## src/rtl/button_event_scheduler.sv

```systemverilog
// Per-channel press / long-press detection feeding a round-robin event queue
// with one pending slot per (channel, event type) and a valid/ready output.
//
// state | meaning
// IDLE  | channel released, waiting for a press
// HELD  | press reported, counting sample ticks toward a long press
// LONG  | long press reported, silent until release
module button_event_scheduler #(
   parameter int width              = 4,
   parameter int sample_count_max   = 25000,
   parameter int long_press_samples = 150,
   localparam int IW = (width > 1) ? $clog2(width) : 1
) (
   input  logic             clk,
   input  logic             rst_n,
   input  logic [width-1:0] debounced_signal,
   output logic             sample_now,
   output logic             event_valid,
   input  logic             event_ready,
   output logic [IW-1:0]    event_idx,
   output logic             event_long,
   output logic             overflow
);

   localparam int N  = 2 * width;
   localparam int PW = $clog2(N);
   localparam int SW = $clog2(sample_count_max);
   localparam int HW = $clog2(long_press_samples + 1);
   localparam logic [SW-1:0] SAMPLE_LAST = SW'(sample_count_max - 1);
   localparam logic [HW-1:0] HOLD_LAST   = HW'(long_press_samples - 1);

   typedef enum logic [1:0] {
      IDLE = 2'd0,
      HELD = 2'd1,
      LONG = 2'd2
   } ch_state_t;

   logic [SW-1:0] sample_cnt;
   ch_state_t     state    [width];
   logic [HW-1:0] hold_cnt [width];
   logic [N-1:0]  req;
   logic [N-1:0]  pending;
   logic [N-1:0]  clr;
   logic [PW-1:0] ptr;
   logic [PW-1:0] pick;
   logic          found;
   logic          load;
   logic          drop;
   int            j;

   assign sample_now = (sample_cnt == SAMPLE_LAST);

   always_ff @(posedge clk or negedge rst_n) begin
      if (!rst_n) begin
         sample_cnt <= '0;
      end else if (sample_now) begin
         sample_cnt <= '0;
      end else begin
         sample_cnt <= sample_cnt + 1'b1;
      end
   end

   // Requests are decoded from the transition itself so a press reaches the
   // pending bits on the same edge the FSM leaves IDLE.
   always_comb begin
      req = '0;
      for (int i = 0; i < width; i++) begin
         req[2*i]   = (state[i] == IDLE) && debounced_signal[i];
         req[2*i+1] = (state[i] == HELD) && debounced_signal[i] && sample_now
                      && (hold_cnt[i] == HOLD_LAST);
      end
   end

   always_ff @(posedge clk or negedge rst_n) begin
      if (!rst_n) begin
         for (int i = 0; i < width; i++) begin
            state[i]    <= IDLE;
            hold_cnt[i] <= '0;
         end
      end else begin
         for (int i = 0; i < width; i++) begin
            if (!debounced_signal[i]) begin
               state[i]    <= IDLE;
               hold_cnt[i] <= '0;
            end else begin
               case (state[i])
                  IDLE: begin
                     state[i]    <= HELD;
                     hold_cnt[i] <= '0;
                  end
                  HELD: begin
                     if (sample_now) begin
                        if (hold_cnt[i] == HOLD_LAST) state[i] <= LONG;
                        else hold_cnt[i] <= hold_cnt[i] + 1'b1;
                     end
                  end
                  LONG: ;
                  default: begin
                     state[i]    <= IDLE;
                     hold_cnt[i] <= '0;
                  end
               endcase
            end
         end
      end
   end

   // First pending bit at or after the pointer, wrapping modulo N.
   always_comb begin
      found = 1'b0;
      pick  = '0;
      j     = 0;
      for (int k = 0; k < N; k++) begin
         j = int'(ptr) + k;
         if (j >= N) j = j - N;
         if (!found && pending[PW'(j)]) begin
            found = 1'b1;
            pick  = PW'(j);
         end
      end
   end

   assign load = !event_valid || event_ready;

   always_comb begin
      clr = '0;
      if (load && found) clr[pick] = 1'b1;
   end

   // A set landing on a bit that is being granted this cycle is kept, not dropped.
   assign drop = |(req & pending & ~clr);

   always_ff @(posedge clk or negedge rst_n) begin
      if (!rst_n) begin
         pending     <= '0;
         ptr         <= '0;
         event_valid <= 1'b0;
         event_idx   <= '0;
         event_long  <= 1'b0;
         overflow    <= 1'b0;
      end else begin
         pending  <= (pending & ~clr) | req;
         overflow <= drop;
         if (load) begin
            event_valid <= found;
            if (found) begin
               event_idx  <= IW'(pick >> 1);
               event_long <= pick[0];
               ptr        <= (pick == PW'(N - 1)) ? '0 : pick + 1'b1;
            end
         end
      end
   end

endmodule

```

## config.mk

```make
export PLATFORM = sky130hd
export DESIGN_NAME = button_event_scheduler
export DESIGN_NICKNAME = d
export VERILOG_FILES = /design/src/rtl/button_event_scheduler.sv
export SDC_FILE = /design/constraint.sdc
export NUM_CORES = 1
export LEC_CHECK = 0
export CAP_MARGIN = 20
export CORE_MARGIN = 3
export CORE_UTILIZATION = 45
export CTS_BUF_LIST = sky130_fd_sc_hd__clkbuf_16
export DETAILED_ROUTE_END_ITERATION = 8
export SLEW_MARGIN = 10
export SYNTH_ARGS = -nofsm -noshare
export SYNTH_HDL_FRONTEND = slang
export SYNTH_SLANG_ARGS = --single-unit
export TNS_END_PERCENT = 5
```

## constraint.sdc

```tcl
create_clock -name clk -period 7.7 [get_ports clk]
set_input_delay 0.77 -clock clk [delete_from_list [all_inputs] [get_ports clk]]
set_output_delay 0.77 -clock clk [all_outputs]
set_load 0.01 [all_outputs]
```

==> run metrics, run 1 <==
status=completed; critical path fanouts, max=14; Routed WL=9800 microns; Die Ht=107 microns; mean area per synthesized cell=10.1 sq um; Worst Hold Path Cells=1; clock-pin slew on the worst setup and hold paths=60 ps; Final Hold Vio Count=0; Final Cell Area=5120 sq um; GRT Util Overall=0.188; final non-filler cell total=606; num rows=36; final setup margin=3270 ps; Arrival @ worst endpoint=4620 ps; via count=3455; post-DR wirelength/cell=16.2 microns; WHS=479 ps; hold worst-path end=event_long; first-pass GRT wire length=17400 microns; Top FF cell, synth=dfrtp_1; Detailed Routing Iterations Pass 1=4; DR iter-0 viols=214; GPL Wtd Cong=0.895; Final Net Count=487; leakage power=2.17 nW; layout overhead on the synthesized area=11.1%; CTS tree=done; initial antenna violation count=0; Mapped Nets=473; Final Slew Violations=0; DRC viols=0; latest clock arrival within the worst-skew pair=330 ps; cts repair resizes=0; Initial Utilization=0.467; FMAX=0.226 GHz; hold_buf cts=0; die width=107 microns; Placed Instance Area=4830 sq um; CTS max path bufs=2; H-tree depth=3; CP Class=reg -> reg; unrepaired setup endpoints after global routing=false; r2r worst-path depth=11; final core area utilization=0.519; min-delay worst type=reg -> reg; Post-synth ARST share=1.00; total power=1.88 mW; Via density=5.70; I/O pin cnt=13; slew margin rel.=0.385; number of flops mapped to enable cells by yosys=0; Syn Inst Count=455; Tcrit/Tclk final=0.575; Mapped Area=4600 sq um; Filler Cell Count=889; CP Launch Type=flip-flop; vias in the first global route=3512; Die ar.=11500 sq um; core area=9860 sq um; CTS sink cnt=71; largest net degree at the start of global routing=72; Distinct cells, synth=71; Tmin final=4430 ps; Root Driver=clkbuf_16; reg2reg start=ptr[0]; remaining global-route overflow=0; Inserted Clock Buffers=9; Placed Cells=591; Crit path required time=7890 ps; ant diodes=0; PwrDens=367 nW/um^2; Yosys warnings=0; Hold Startpoint=event_long; measured slew at the worst slew-check pin=923 ps; pre-CTS setup slack=3320 ps; max-cap violation count=0; setup TNS=0 ps; setup bufs post-CTS=0; Antenna Nets Post-Route=0; Seq/Total Area, Yosys=0.386; worst vdd rail ir drop=0.000188 V; worst reg2reg endpoint=overflow; Seq cells post-synth=71; share of cells above drive strength 1=0.110; input/output buffers=12; Worst R2R Setup Slack=3270 ps; CP Capture Type=flip-flop; # setup viols final=0; final setup skew=7.89 ps; DP HPWL=6930 microns
final cells by class:
cell class / instances / area, sq um / share of cell area
clock buffer: 9 / 225 / 0.0440
clock inverter: 6 / 61.3 / 0.0120
inverter: 15 / 56.3 / 0.0110
multi-input combinational: 359 / 2710 / 0.529
sequential: 71 / 1780 / 0.347
tap: 133 / 166 / 0.0325
timing repair buffer: 13 / 123 / 0.0240
synthesized netlist by cell type (4+ instances only):
| cell type | instances | area share |
|---|---|---|
| o21ai_0 | 22 | 0.024 |
| and4_1 | 4 | 0.0076 |
| and3_1 | 10 | 0.014 |
| nand3_1 | 27 | 0.029 |
| a21oi_1 | 9 | 0.0098 |
| a22oi_1 | 6 | 0.0098 |
| dfrtp_1 | 71 | 0.39 |
| mux4_2 | 10 | 0.049 |
| mux2i_1 | 10 | 0.022 |
| nand2_1 | 35 | 0.029 |
| inv_1 | 13 | 0.011 |
| xor2_1 | 31 | 0.059 |
| nor2_1 | 48 | 0.039 |
| nand4_1 | 7 | 0.0095 |
| nand4b_1 | 4 | 0.0076 |
| a31oi_1 | 4 | 0.0054 |
| buf_2 | 5 | 0.0054 |
| o22ai_1 | 4 | 0.0054 |
| mux4_1 | 6 | 0.034 |
| nor2b_1 | 18 | 0.024 |
| nand2b_1 | 7 | 0.0095 |
| a21o_1 | 9 | 0.015 |
| ha_1 | 11 | 0.030 |
| xnor2_1 | 12 | 0.023 |
registers in the layout (all words and copies together), names as in the netlist, 2 cells and up:
name,flops
state,8
hold_cnt,32
event_idx,2
pending,8
sample_cnt,15
ptr,3
cells in the final DEF (no fill, tap or decap), types with 3 or more instances in the layout:
master	netlist	routed
nor2b_1	18	18
nand2_1	35	35
nand4_1	7	7
nand4b_1	4	4
ha_1	11	11
dfrtp_1	71	71
clkdlybuf4s50_1	0	11
and3_1	10	10
nand3_1	27	27
mux4_2	10	10
inv_1	13	13
a21oi_1	9	9
and2_1	3	3
mux2i_4	3	3
a31oi_1	4	4
nand2b_1	7	7
and4_1	4	4
or4_1	3	3
mux2_2	3	3
o21ai_0	22	22
xor2_1	31	31
nor3b_1	3	3
nor2_1	48	48
xnor2_1	12	12
a21o_1	9	9
a22oi_1	6	6
mux2i_1	10	10
clkbuf_16	0	9
o21a_1	3	3
o22ai_1	4	4
mux4_1	6	6
per-layer routing:
layer / GRT usage / routed length [microns] / up-vias
li1: - / - / 1680
met1: 0.263 / 4600 / 1704
met2: 0.300 / 4700 / 56
met3: 0.0235 / 320 / 15
met4: 0.0712 / 189 / 0
met5: 0 / 0 / -
kinds of logic (layout without fill, tap and decap cells):
group | Yosys count | count (layout) | synth area share
compound gates | 78 | 78 | 0.115
xor+xnor | 44 | 44 | 0.0853
fa+ha+maj | 11 | 11 | 0.0299
buf+inv | 25 | 43 | 0.0258
flops | 71 | 71 | 0.386
mux | 33 | 33 | 0.129
simple gates | 193 | 193 | 0.228
worst max-delay path: stages (launching register included):
cell      delay [ps]
dfrtp_1          780
inv_2            240
ha_1             630
mux4_1           730
mux2i_1          270
nor3b_1          240
o22ai_1          120
a211oi_2         310
nor2_2           140
or4_1            550
a31oi_1          180
nand4_1          110
report_power, final:
group	internal [mW]	switching (mW)	leakage, nW
sequential	0.406	0.0923	0.932
clock	0.248	0.157	0.143
combinational	0.442	0.533	1.10
total	1.10	0.782	2.17
worst max path at each step:
stage	startpoint	end	slack (ps)	depth (start not counted)
floorplan	ptr[0]	overflow	4170	13
global placement	ptr[0]	overflow	3430	11
detailed placement	ptr[0]	overflow	3320	11
CTS	ptr[0]	overflow	3300	11
global route	ptr[0]	overflow	2960	11
finish	ptr[0]	overflow	3270	11
Note: power is estimated with default switching activity, not from simulation.
==> inputs of run 2 (changes only) <==
clock period = 4.1 ns   (was 7.7 ns; I/O delays follow)
==> run metrics, run 2 (synthesized netlist as in run 1, its figures left out) <==
status=completed; CP Launch Type=flip-flop; measured slew at the worst slew-check pin=874 ps; Crit path required time=4290 ps; layout overhead on the synthesized area=12.2%; share of cells above drive strength 1=0.121; Initial Utilization=0.467; CTS tree=done; FMAX=0.275 GHz; Root Driver=clkbuf_16; worst vdd rail ir drop=0.000285 V; latest clock arrival within the worst-skew pair=320 ps; Tmin final=3630 ps; critical path fanouts, max=9; min-delay worst type=in -> async; Detailed Routing Iterations Pass 1=4; setup bufs post-CTS=0; max reg flops=32; core area=9860 sq um; input/output buffers=12; hold_buf cts=0; H-tree depth=3; initial antenna violation count=0; die width=107 microns; final core area utilization=0.523; I/O pin cnt=13; remaining global-route overflow=0; CP Class=reg -> reg; ant diodes=0; final setup skew=7.58 ps; slew margin rel.=0.417; CP Capture Type=flip-flop; Routed WL=9610 microns; Filler Cell Count=869; most common cell after layout, fill and taps aside=dfrtp_1; CTS max path bufs=2; Die ar.=11500 sq um; DR iter-0 viols=169; clock-pin slew on the worst setup and hold paths=60 ps; unrepaired setup endpoints after global routing=false; DP HPWL=7000 microns; cts repair resizes=0; Arrival @ worst endpoint=3820 ps; setup TNS=0 ps; vias in the first global route=3520; DRC viols=0; num rows=36; most frequent cells in the layout=71 x dfrtp_1, 48 x nor2_1, 35 x nand2_1; Final Net Count=492; post-DR wirelength/cell=15.7 microns; max-cap violation count=0; leakage power=2.19 nW; Die Ht=107 microns; first-pass GRT wire length=17300 microns; Inserted Clock Buffers=9; largest net degree at the start of global routing=40; Antenna Nets Post-Route=0; PwrDens=696 nW/um^2; Reg with most FFs=hold_cnt; # setup viols final=0; via count=3460; Via density=5.65; Final Slew Violations=0; GPL Wtd Cong=0.885; Final Hold Vio Count=0; WHS=134 ps; Tcrit/Tclk final=0.886; Largest regs=hold_cnt: 32 flops, sample_cnt: 15 flops; CTS sink cnt=71; GRT Util Overall=0.185
[run 2: cell count changes in the layout (fill, tap and decap cells not counted)]
cell        before  now
buf_4            1    6
clkinv_2         2    1
clkinv_4         1    0
clkinvlp_4       0    2
inv_6            1    2
[run 2: report_power, final]
| group | leakage, nW | switching (mW) | internal, mW |
|---|---|---|---|
| clock | 0.140 | 0.294 | 0.471 |
| combinational | 1.12 | 1.06 | 0.880 |
| sequential | 0.932 | 0.121 | 0.764 |
| total | 2.19 | 1.48 | 2.12 |
[run 2: cell type report]
cell class	instances	area, sq um	area share
well taps	133	166	0.0322
repair buffers	18	160	0.0310
inverters	15	56.3	0.0109
clock inverters	7	71.3	0.0138
clock buffers	9	225	0.0436
flip-flops and latches	71	1780	0.344
multi-input cells	359	2710	0.524
[run 2: critical path, stage by stage, from the launching register on]
cell and delay, ps:
dfrtp_1 380, inv_2 180, ha_1 360, buf_4 200, mux2i_1 130, mux4_2 510, a32oi_2 310, nor4_1 120
o32ai_2 500, mux2_1 370, nor4b_1 220, or3_1 150, nand4_1 70
[run 2: stage by stage]
stage | instances | setup slack, ps | power, mW | area, sq um
2_1_floorplan | 455 | 567 | 2.39 | 4600
3_3_place_gp | 596 | 537 | 2.82 | 4870
3_5_place_dp | 596 | 487 | 2.83 | 4870
4_1_cts | 612 | 474 | 3.62 | 5160
5_1_grt | 612 | 205 | 3.83 | 5160
6_report | 612 | 466 | 3.60 | 5160
[run 2: metal layers]
metal,global-route usage,vias up,share of wire
met4,0.0648,0,0.013
met5,0,-,0
met1,0.262,1686,0.47
met3,0.0259,13,0.039
met2,0.292,73,0.48
li1,-,1688,-
[run 2: path summary, 6_finish.rpt]
path / slack [ps] / cells past startpoint / end / from
min in group clk: 490 / 2 / event_idx[0] / event_idx[0]
max in group asynchronous: 2970 / 2 / event_idx[1] / rst_n
max reg2reg: 470 / 12 / overflow / ptr[0]
min: 130 / 1 / hold_cnt[14] / rst_n
min reg2reg: 490 / 2 / event_idx[0] / event_idx[0]
max: 470 / 12 / overflow / ptr[0]
==> inputs of run 3 (changes only) <==
SETUP_SLACK_MARGIN = 0.3   (was not set)
==> run metrics, run 3 (synthesized netlist as in run 1, its figures left out) <==
status=completed; DP HPWL=7000 microns; Root Driver=clkbuf_16; latest clock arrival within the worst-skew pair=320 ps; CP Capture Type=flip-flop; Final Net Count=494; CTS tree=done; post-DR wirelength/cell=15.7 microns; share of cells above drive strength 1=0.133; first-pass GRT wire length=17300 microns; Initial Utilization=0.467; worst vdd rail ir drop=0.000312 V; Final Slew Violations=0; WHS=134 ps; setup TNS=0 ps; unrepaired setup endpoints after global routing=false; CP peak stage delay=510 ps; FMAX=0.284 GHz; max reg flops=32; Largest regs=hold_cnt: 32 flops, sample_cnt: 15 flops; Final Cell Area=5180 sq um; DR iter-0 viols=161; ant diodes=0; Antenna Nets Post-Route=0; Routed WL=9660 microns; CP Class=reg -> reg; die width=107 microns; critical path fanouts, max=7; most common cell after layout, fill and taps aside=dfrtp_1; initial antenna violation count=0; GRT Util Overall=0.185; Final Hold Vio Count=0; Inserted Clock Buffers=9; total power=3.67 mW; layout overhead on the synthesized area=12.6%; CTS sink cnt=71; slew margin rel.=0.522; # setup viols final=0; H-tree depth=3; Die ar.=11500 sq um; CP Launch Type=flip-flop; Tcrit/Tclk final=0.860; leakage power=2.19 nW; vias in the first global route=3520; min-delay worst type=in -> async; Buf/Inv on CP=2; CP cell instances=inv_4, ha_2, buf_4, mux2i_1, mux4_2, a32oi_2, nor4_1, o32ai_2, mux2_1, nor4b_1, or3_1, nand4_1; Filler Cell Count=865; Placed Instance Area=4870 sq um; largest net degree at the start of global routing=40; Tmin final=3530 ps; max-cap violation count=0; measured slew at the worst slew-check pin=717 ps; CTS max path bufs=2; remaining global-route overflow=0; slowest cell on the critical path=mux4_2; Via density=5.64; I/O pin cnt=13; core area=9860 sq um; GPL Wtd Cong=0.885; Reg with most FFs=hold_cnt; Detailed Routing Iterations Pass 1=4; DRC viols=0; via count=3462; num rows=36; Arrival @ worst endpoint=3720 ps; family with the most delay on the worst path=multiplexers; final setup skew=7.54 ps; PwrDens=707 nW/um^2; input/output buffers=12; most frequent cells in the layout=70 x dfrtp_1, 48 x nor2_1, 35 x nand2_1; Crit path required time=4290 ps; Die Ht=107 microns; clock-pin slew on the worst setup and hold paths=60 ps
## run 3: per-layer routing
layer  vias to the layer above  global-route usage  part of all wire
li1                       1693                   -                 -
met4                         0              0.0648            0.0099
met1                      1706               0.262              0.47
met3                         9              0.0259             0.037
met5                         -                   0                 0
met2                        54               0.292              0.48
## run 3: cell type report
type / instances / area [sq um] / share of cell area
clock inverter: 7 / 71.3 / 0.0138
clock buffer: 9 / 225 / 0.0434
tap: 133 / 166 / 0.0321
inverter: 15 / 58.8 / 0.0113
multi-input combinational: 359 / 2710 / 0.523
timing repair buffer: 20 / 175 / 0.0338
sequential: 71 / 1780 / 0.343
## run 3: final timing paths
kind | from | end | slack [ps] | depth (start not counted)
min | rst_n | hold_cnt[14] | 130 | 1
min in group clk | event_idx[0] | event_idx[0] | 490 | 2
min reg2reg | event_idx[0] | event_idx[0] | 490 | 2
max reg2reg | ptr[0] | overflow | 570 | 12
max | ptr[0] | overflow | 570 | 12
max in group asynchronous | rst_n | ptr[2] | 2950 | 2
## run 3: repair_timing
action,in CTS,in global routing
gates resized for setup,0,5
setup endpoints to repair,0,5
setup buffers,0,2
hold buffers,0,0
## run 3: where the power goes
part           internal [mW]  switching (mW)
combinational          0.931            1.08
sequential             0.765           0.123
clock                  0.471           0.294
## run 3: metrics by stage
step,setup WS (ps),std cells,util
floorplan,567,455,-
global placement,537,596,0.493
detailed placement,487,596,0.493
CTS,474,612,0.523
global route,323,614,0.526
finish,575,614,0.526
==> variant: new RTL, flow settings as in run 2 <==
Set the parameter `width` to 8 (it was 4).
--- a/src/rtl/button_event_scheduler.sv
+++ b/src/rtl/button_event_scheduler.sv
@@ -8,3 +8,3 @@
 module button_event_scheduler #(
-   parameter int width              = 4,
+   parameter int width              = 8,
    parameter int sample_count_max   = 25000,
Interface: changed (resized debounced_signal and event_idx); port bits go from 13 to 18. No check against the original RTL was run, so the function may have changed too.
==> variant against run 2 <==
The flow now finishes with violations (negative setup slack). Utilization rose by 7.5 points. Worst setup slack worse by 0.99 ns. Cell count up 130%. Total power grew to 3.0 times the old value. Global-route usage up 5.2 points. Count of clock-buffer cells in the layout is 8 higher. Worst hold slack got worse by 0.023 ns. Routed wire length rose to 2.6 times the old value. Sequential cell count rose by 50. Critical path depth up 4. Area after synthesis is 90% higher. Final area grew 120%. Largest power group unchanged.
==> variant: results (changes against run 2) <==
outcome=finished with violations (was finished, final reports clean); failing checks=negative setup slack; Cell variety after synth=80 (was 71); CP startpoint=ptr[1] (was ptr[0]); WL final=25,100 um (was 9610 um); placed insts=1,352 (was 596); syn avg cell area=9.41 sq um (was 10.1 sq um); Critical-path top delay cell=or4_1 (was mux4_2); number of synthesized flops with an enable pin=0 (unchanged); Async SR Flop Fraction=100% (unchanged); clock skew=0.0162 ns (was 0.00758 ns); CTS H-tree depth=4 (was 3); Seq/Total Area, Yosys=34.5% (was 38.6%); Final nets=1,155 (was 492); CP max stage delay=0.51 ns (about the same); Max VDD drop=0.000417 V (was 0.000285 V); Fillers=1,663 (was 869); largest net degree at the start of global routing=77 (was 40); ys flop type=dfrtp_1 (unchanged); DR vias/cell=5.73 (was 5.65); per-cell routed wire length=18.1 um (was 15.7 um); CP arrival=4.92 ns (was 3.82 ns); clock slew seen by the registers of the worst setup and hold paths=0.07 ns; Mapped Nets=971 (was 473); Top Registers=hold_cnt: 64 flops, pending: 16 flops, state: 16 flops (was hold_cnt: 32 flops, sample_cnt: 15 flops); GRT Overall Usage=23.7% (was 18.5%); clk buf depth=2 (unchanged); number of port buffers=17 (was 12); total gr overflow=0 (unchanged); first-pass GRT wire length=41,000 um (was 17,300 um); leak pwr=5.01 nW (was 2.19 nW); final worst setup slack=-0.522 ns (was 0.466 ns); Pre-antenna DRT Iters=5 (was 4); DR iter-0 viols=548 (was 169); routability cong.=0.942 (was 0.885); layout cells sized above 1=26.3% (was 12.1%); Root Buffer=clkbuf_16 (unchanged); Worst Tran Pin Value=0.990 ns (was 0.874 ns); Synth area leaders=dfrtp_1 (35%), mux2i_1 (5.1%), mux4_2 (5.1%) (was dfrtp_1 (39%), xor2_1 (5.9%), mux4_2 (4.9%)); Hold Path Class=in -> async (unchanged); Antenna Diode Count=0 (unchanged); synth cell count leaders=dfrtp_1 (121), nand2_1 (103), nor2_1 (97), o21ai_0 (56) (was dfrtp_1 (71), nor2_1 (48), nand2_1 (35), xor2_1 (31), nand3_1 (27)); initial antenna violation count=0 (unchanged); worst skew pair latency=0.43 ns (was 0.32 ns); final setup fails=1 (was 0); number of CTS-inserted buffers=17 (was 9); vias in the first global route=7,916 (was 3,520); CP max FO=6 (was 9); synth warn=0 (unchanged); dpl hpwl=19,200 um (was 7000 um)
-- variant: power breakdown --
group | internal (mW) | switching [mW] | leakage [nW]
Combinational | 3.90 | 4.14 | 3.12
Clock | 0.822 | 0.663 | 0.294
Sequential | 1.27 | 0.0879 | 1.59
Total | 5.99 | 4.89 | 5.01
-- variant: critical path: cells and delay by family, from the launching register on --
kind / cells / cell delay (ns)
DFF: 1 / 0.45
AOI/OAI and AO/OA: 5 / 1.40
buffers and inverters: 5 / 0.90
muxes: 1 / 0.22
and+or+nand+nor: 5 / 1.50
-- variant: cell families (layout without fill, tap and decap cells) --
family / count (synthesis) / after routing / synth area share [%]
and+or+nand+nor: 395 / 396 / 22.8
AOI/OAI and AO/OA: 172 / 172 / 13.0
DFF: 121 / 121 / 34.5
muxes: 93 / 93 / 15.4
xor gates and xnor gates: 66 / 66 / 7.02
buffers and inverters: 57 / 253 / 3.21
adders and majority gates: 28 / 28 / 4.00
-- variant: cell type report --
type,instances,area (sq um),share of cell area (%)
clock buffer,17,425,3.76
clock inverter,15,174,1.54
inverter,31,134,1.18
multi-input combinational,755,5680,50.2
sequential,121,3030,26.8
tap,260,325,2.88
timing repair buffer,190,1540,13.6
-- variant: metrics by stage --
stage | setup TNS [ns] | power [mW] | cell area (sq um) | hold slack (ns) | worst slack, ns
6_report | -0.522 | 10.9 | 11300 | 0.112 | -0.522
5_1_grt | -1.05 | 11.5 | 11300 | 0.200 | -0.643
4_1_cts | -0.456 | 10.7 | 11300 | 0.157 | -0.456
3_5_place_dp | -1.08 | 8.96 | 10600 | 0.479 | -0.668
3_3_place_gp | -0.840 | 8.95 | 10600 | 0.473 | -0.616
2_1_floorplan | -0.784 | 5.62 | 8960 | 0.114 | -0.784
-- variant: final timing paths --
check / end / slack [ns] / depth (start not counted)
worst max-delay path: overflow / -0.52 / 16
worst min-delay path: sample_cnt[11] / 0.11 / 1
worst max register to register: overflow / -0.52 / 16
worst min register to register: event_idx[2] / 0.49 / 2
max in group asynchronous: hold_cnt[48] / 2.97 / 2
min in group clk: event_idx[2] / 0.49 / 2
-- variant: routing by layer --
layer | global-route usage [%] | wire length, um | vias to the layer above
met1 | 32.7 | 11600 | 3844
met4 | 10.0 | 1020 | 0
li1 | - | - | 3801
met2 | 37.6 | 11400 | 227
met3 | 3.49 | 1080 | 82
met5 | 0 | 0 | -
-- variant: what timing repair did --
item	in CTS	in global routing
pin swaps	11	3
resized for setup	21	7
endpoints found under the setup margin	8	13
hold endpoints to repair	0	0
hold buffers	0	0
buffers inserted	2	2
cloned	1	0
